**src/rtl/cpu_pkg.sv**
```systemverilog
// Shared types for the fetch-control slice: redirect encoding (numeric order is
// priority order), FSM states and the default trap vector.
package cpu_pkg;

  typedef enum logic [1:0] {
    RD_NONE   = 2'd0,
    RD_JUMP   = 2'd1,
    RD_BRANCH = 2'd2,
    RD_TRAP   = 2'd3
  } redir_e;

  typedef enum logic [1:0] {
    ST_HOLD = 2'd0,
    ST_RUN  = 2'd1,
    ST_WAIT = 2'd2
  } fetch_state_e;

  localparam logic [31:0] TRAP_VECTOR_DEF = 32'h0000_0040;

endpackage

```
**src/rtl/sat_counter.sv**
```systemverilog
// Saturating up-counter with synchronous clear; sticks at all-ones.
module sat_counter #(
  parameter int unsigned W = 16
) (
  input  logic         clk,
  input  logic         clr,
  input  logic         inc,
  output logic [W-1:0] cnt
);

  logic [W-1:0] cnt_q;
  logic [W-1:0] cnt_d;

  always_comb begin
    cnt_d = cnt_q;
    if (inc && (cnt_q != '1)) cnt_d = cnt_q + W'(1);
  end

  always_ff @(posedge clk) begin
    if (clr) cnt_q <= '0;
    else     cnt_q <= cnt_d;
  end

  assign cnt = cnt_q;

endmodule

```
**src/rtl/if_fetch_ctrl.sv**
```systemverilog
// Instruction-fetch controller: post-reset hold, redirect arbitration,
// load-use stalls, imem wait sequencing with a pending-redirect register.
module if_fetch_ctrl
  import cpu_pkg::*;
#(
  parameter int unsigned RESET_HOLD  = 4,
  parameter logic [31:0] TRAP_VECTOR = TRAP_VECTOR_DEF,
  parameter int unsigned CNT_W       = 16
) (
  input  logic             clk,
  input  logic             reset,
  input  logic             ld_use_hazard,
  input  logic             br_taken_ex,
  input  logic [31:0]      br_target_ex,
  input  logic             jump_id,
  input  logic [31:0]      jump_target_id,
  input  logic             trap_req,
  input  logic             imem_ready,
  output logic             IFWrite,
  output logic             Branch,
  output logic             Jump,
  output logic [31:0]      JumpAddr,
  output logic             IFIDWrite,
  output logic             ID_flush,
  output logic [CNT_W-1:0] stall_cycles,
  output logic [CNT_W-1:0] flush_count
);

  localparam logic [3:0] HOLD_INIT = 4'(RESET_HOLD - 1);

  fetch_state_e state_q, state_d;
  logic [3:0]   hold_cnt_q, hold_cnt_d;
  redir_e       pend_type_q, pend_type_d;
  logic [31:0]  pend_tgt_q, pend_tgt_d;

  redir_e       cur_type;
  logic [31:0]  cur_tgt;
  redir_e       eff_type;
  logic [31:0]  eff_tgt;
  logic         stall_inc;
  logic         flush_inc;

  // Same-cycle arbitration; a jump alongside a branch/trap is on the wrong path.
  always_comb begin
    cur_type = RD_NONE;
    cur_tgt  = '0;
    if (trap_req) begin
      cur_type = RD_TRAP;
      cur_tgt  = TRAP_VECTOR;
    end else if (br_taken_ex) begin
      cur_type = RD_BRANCH;
      cur_tgt  = br_target_ex;
    end else if (jump_id) begin
      cur_type = RD_JUMP;
      cur_tgt  = jump_target_id;
    end
  end

  // In WAIT a strictly higher-priority arrival supersedes the pending redirect.
  always_comb begin
    eff_type = pend_type_q;
    eff_tgt  = pend_tgt_q;
    if (cur_type > pend_type_q) begin
      eff_type = cur_type;
      eff_tgt  = cur_tgt;
    end
  end

  always_ff @(posedge clk) begin
    if (reset) begin
      state_q     <= ST_HOLD;
      hold_cnt_q  <= HOLD_INIT;
      pend_type_q <= RD_NONE;
      pend_tgt_q  <= '0;
    end else begin
      state_q     <= state_d;
      hold_cnt_q  <= hold_cnt_d;
      pend_type_q <= pend_type_d;
      pend_tgt_q  <= pend_tgt_d;
    end
  end

  always_comb begin
    state_d     = state_q;
    hold_cnt_d  = hold_cnt_q;
    pend_type_d = pend_type_q;
    pend_tgt_d  = pend_tgt_q;
    unique case (state_q)
      ST_HOLD: begin
        if (hold_cnt_q == '0) state_d = ST_RUN;
        else                  hold_cnt_d = hold_cnt_q - 4'd1;
      end
      ST_RUN: begin
        if (!imem_ready && (cur_type != RD_NONE)) begin
          pend_type_d = cur_type;
          pend_tgt_d  = cur_tgt;
          state_d     = ST_WAIT;
        end
      end
      ST_WAIT: begin
        if (imem_ready) begin
          pend_type_d = RD_NONE;
          pend_tgt_d  = '0;
          state_d     = ST_RUN;
        end else begin
          pend_type_d = eff_type;
          pend_tgt_d  = eff_tgt;
        end
      end
      default: state_d = ST_HOLD;
    endcase
  end

  always_comb begin
    IFWrite   = 1'b0;
    Branch    = 1'b0;
    Jump      = 1'b0;
    JumpAddr  = '0;
    IFIDWrite = 1'b0;
    ID_flush  = 1'b0;
    stall_inc = 1'b0;
    flush_inc = 1'b0;
    if (!reset) begin
      unique case (state_q)
        ST_RUN: begin
          if (!imem_ready) begin
            stall_inc = 1'b1;
          end else if (cur_type != RD_NONE) begin
            IFWrite   = 1'b1;
            IFIDWrite = 1'b1;
            Branch    = (cur_type == RD_BRANCH) || (cur_type == RD_TRAP);
            Jump      = (cur_type == RD_JUMP);
            JumpAddr  = cur_tgt;
            ID_flush  = (cur_type != RD_JUMP);
            flush_inc = 1'b1;
          end else if (ld_use_hazard) begin
            ID_flush  = 1'b1;
            stall_inc = 1'b1;
          end else begin
            IFWrite   = 1'b1;
            IFIDWrite = 1'b1;
          end
        end
        ST_WAIT: begin
          if (imem_ready) begin
            IFWrite   = 1'b1;
            IFIDWrite = 1'b1;
            Branch    = (eff_type == RD_BRANCH) || (eff_type == RD_TRAP);
            Jump      = (eff_type == RD_JUMP);
            JumpAddr  = eff_tgt;
            ID_flush  = (eff_type != RD_JUMP);
            flush_inc = 1'b1;
          end else begin
            stall_inc = 1'b1;
          end
        end
        default: ;
      endcase
    end
  end

  sat_counter #(.W(CNT_W)) u_stall_cnt (
    .clk (clk),
    .clr (reset),
    .inc (stall_inc),
    .cnt (stall_cycles)
  );

  sat_counter #(.W(CNT_W)) u_flush_cnt (
    .clk (clk),
    .clr (reset),
    .inc (flush_inc),
    .cnt (flush_count)
  );

endmodule
```
**config.mk**
```make
export PLATFORM = sky130hd
export DESIGN_NAME = if_fetch_ctrl
export DESIGN_NICKNAME = d
export VERILOG_FILES = /design/src/rtl/cpu_pkg.sv /design/src/rtl/sat_counter.sv /design/src/rtl/if_fetch_ctrl.sv
export SDC_FILE = /design/constraint.sdc
export NUM_CORES = 1
export LEC_CHECK = 0
export BUFFER_PORTS_ARGS = -buffer_cell sky130_fd_sc_hd__buf_4
export CAP_MARGIN = 0
export CELL_PAD_IN_SITES_DETAIL_PLACEMENT = 1
export CELL_PAD_IN_SITES_GLOBAL_PLACEMENT = 1
export CORE_UTILIZATION = 25
export DETAILED_ROUTE_END_ITERATION = 12
export HOLD_SLACK_MARGIN = 0.12
export PLACE_DENSITY = 0.53
export REMOVE_ABC_BUFFERS = 1
export SYNTH_ARGS = -nofsm -noshare
export SYNTH_HDL_FRONTEND = slang
export SYNTH_HIERARCHICAL = 1
export SYNTH_SLANG_ARGS = --single-unit
```
**constraint.sdc**
```tcl
create_clock -name clk -period 3.5 [get_ports clk]
set_clock_uncertainty 0.1 [all_clocks]
set_input_delay 0.7 -clock clk [delete_from_list [all_inputs] [get_ports clk]]
set_output_delay 0.7 -clock clk [all_outputs]
set_load 0.05 [all_outputs]
```
==> impl_metrics.env <==
export IMPL_status="finished, final reports clean"
export IMPL_root_buffer="clkbuf_16"
export IMPL_synth_area_per_cell_um2=7.77
export IMPL_hold_viol_final=0
export IMPL_synth_compound_area_share_pct=29.1
export IMPL_drc_errors=0
export IMPL_drt_first_iter_violations=280
export IMPL_ios=140
export IMPL_cpPeakStageDelay_ns=0.29
export IMPL_num_fill_cells=2444
export IMPL_die_x_um=146
export IMPL_cap_violations=0
export IMPL_synth_mux_area_share_pct=0.822
export IMPL_ys_top_cells_by_count="nand3_1 (137), dfxtp_1 (72), a21oi_1 (56), and3_1 (34), clkbuf_1 (32)"
export IMPL_pre_cts_slack_ns=-0.0204
export IMPL_ant_nets=0
export IMPL_dieArea_mm2=0.0213
export IMPL_synthDistinctLibCells=52
export IMPL_min_period_ns=3.42
export IMPL_slew_viol_final=0
export IMPL_fin_crit_sh_pct=97.6
export IMPL_htreeDepth=3
export IMPL_antenna_found_initial=0
export IMPL_synth_top_family_by_area="simple AND/OR/NAND/NOR gates"
export IMPL_ctsLongestPathBuffers=2
export IMPL_routedWlPerCell_um=18.6
export IMPL_grt_ovfl_total=0
export IMPL_grtUsageTotal_pct=18.2
export IMPL_synthesis_instances=666
export IMPL_path_max_fanout=10
export IMPL_slowest_stage="ha_1"
export IMPL_place_hpwl_mm=13.5
export IMPL_critPathKind="in -> out"
export IMPL_p_per_area_mw_per_mm2=443
export IMPL_worst_pin_slew_ns=0.900
export IMPL_cp_end_kind="primary output"
export IMPL_grt_pass1_vias=6018
export IMPL_yosys_area_share_adder_pct=2.66
export IMPL_synth_seq_cells=72
export IMPL_fin_nets=859
export IMPL_routed_via_count=5883
export IMPL_grt_max_degree=76
export IMPL_synth_seq_area_share_pct=27.9
export IMPL_final_setup_tns_ns=0
export IMPL_cp_common_cell="buf_4"
export IMPL_start_util_pct=25.6
export IMPL_yosysTopAreaCellShare_pct=27.9
export IMPL_hold_slack_ns=0.403
export IMPL_drt_wl_total_mm=19.5
export IMPL_dr_pass1_iters=4
export IMPL_fin_ws_ns=0.0832
export IMPL_clock_latency_ns=0.33
export IMPL_yosysWarningCount=6
export IMPL_synth_area_mm2=0.00517
export IMPL_port_buffers=139
export IMPL_rrSetupSlack_ns=0.42
export IMPL_grt_pass1_wl_mm=31.5
export IMPL_crit_required_ns=2.70
export IMPL_synth_area_leaders="dfxtp_1 (28%), nand3_1 (13%), a32o_1 (6.0%), a21oi_1 (5.4%), a22o_1 (5.2%)"
export IMPL_synthXorXnorAreaFrac_pct=1.19
export IMPL_area_growth_pct=31.3
export IMPL_arrival_ns=2.62
export IMPL_drt_vias_per_instance=5.59
export IMPL_setup_viol=0
export IMPL_max_freq_mhz=293
export IMPL_path_cells="buf_4 -> nor2_2 -> inv_1 -> ha_1 -> nor2b_2 -> o21a_2 -> a22oi_2 -> nor2_4 -> buf_6 -> a22o_1 -> buf_4"
export IMPL_synth_enable_flop_cells=0
export IMPL_rsz0062_at_grt="false"
export IMPL_ir_worst_vdd_uv=272
export IMPL_yosysTopAreaCell="dfxtp_1"
export IMPL_die_h_um=146
export IMPL_yosys_area_share_simple_pct=32.1
export IMPL_power_mw=3.01
export IMPL_synthArstFlopShare_pct=0
export IMPL_hold_buffers=0
export IMPL_start_kind="primary input"
export IMPL_cts_made_buffers=9
export IMPL_holdCritPathClass="reg -> reg"
export IMPL_dominantRegCellSynth="dfxtp_1"
export IMPL_antenna_cells=0
export IMPL_clkSlewWorstSetupHoldPaths_ns=0.06
export IMPL_core_area_mm2=0.0202
export IMPL_yosysMostFrequentCell="nand3_1"
export IMPL_power_leakage_nw=2.69
export IMPL_std_cell_rows=52
export IMPL_layout_drive_gt1_share_pct=25.4
export IMPL_max_slew_margin_pct=40.0
export IMPL_cts_tree="done"
export IMPL_gp_congestion=0.743
export IMPL_clock_sinks=72
==> cell type report <==
class	count	area [um^2]	share of cell area, %
clock buffers	12	236	3.48
multi-input cells	517	3450	50.8
repair buffers	162	1230	18.1
flip-flops and latches	72	1440	21.2
clock inverters	4	45.0	0.663
well taps	270	338	4.97
inverters	15	56.3	0.829
==> metrics by stage <==
stage	utilization, %	std cells	cell area (um^2)
final	33.6	1052	6800
after global routing	33.6	1052	6800
after CTS	33.4	1051	6760
after detailed placement	32.0	1035	6480
after global placement	32.0	1035	6480
after floorplan	-	604	4910
==> state kept, by name, summed over array words and instances, names as in the netlist <==
| signal | flops |
|---|---|
| state_q | 2 |
| u_stall_cnt/cnt | 16 |
| hold_cnt_q | 4 |
| pend_type_q | 2 |
| pend_tgt_q | 32 |
| u_flush_cnt/cnt | 16 |
==> kinds of logic (layout without fill, tap and decap cells) <==
family,Yosys count,count (layout)
adders and majority gates,11,11
AOI/OAI and AO/OA,197,197
xor gates and xnor gates,7,7
DFF,72,72
and+or+nand+nor,298,298
muxes,4,4
buffers and inverters,77,193
==> power breakdown <==
part           total [mW]  internal [mW]  switching, mW
combinational        1.10          0.346          0.758
clock               0.907          0.549          0.358
sequential          0.998          0.907         0.0906
==> path summary, 6_finish.rpt <==
check / depth (start not counted) / end / startpoint
setup / recovery: 11 / JumpAddr[30] / br_taken_ex
hold reg to reg: 1 / hold_cnt_q[1] / hold_cnt_q[1]
hold / removal: 1 / hold_cnt_q[1] / hold_cnt_q[1]
setup reg to reg: 7 / u_flush_cnt/cnt[11] / state_q[0]
==> placed cells by master (no fill, tap or decap), types with 3 or more instances in the layout <==
master / count
nor2b_1: 4
ha_1: 10
inv_1: 15
nand4_1: 6
a22o_1: 31
buf_4: 159
nand3_1: 137
nor3_1: 10
nor4_1: 5
nand3b_1: 3
dfxtp_1: 72
a32o_1: 31
or4_1: 14
xnor2_1: 7
or3_1: 9
nand2b_1: 5
a211oi_1: 5
o21ai_0: 11
a21oi_1: 56
clkinv_2: 3
nor2_1: 26
nor2_2: 3
and3_1: 34
o2bb2ai_1: 31
o31ai_1: 12
nor2b_2: 4
and4_1: 6
clkbuf_1: 3
nand2_1: 21
clkbuf_16: 9
buf_6: 3
==> worst max-delay path: cells and delay by family <==
kind | cells | cell delay [ns]
compound gates | 3 | 0.68
buf+inv | 4 | 0.58
simple gates | 3 | 0.36
fa+ha+maj | 1 | 0.29
==> metal layers <==
layer  routed length, um  part of all wire (%)  up-vias  track usage, %
li1                    -                     -     2805               -
met4                 159                  0.81        0            5.05
met3                 634                   3.2        8            3.17
met1                8750                    45     2970            22.0
met2                9980                    51      100            32.7
met5                   0                     0        -               0
==> what timing repair did <==
action | 4_1_cts | 5_1_grt
gates cloned | 0 | 1
setup buffers | 0 | 0
setup endpoints to repair | 6 | 32
resized for setup | 1 | 9
pin swaps | 0 | 2
Power figures use the tool's default switching activity.
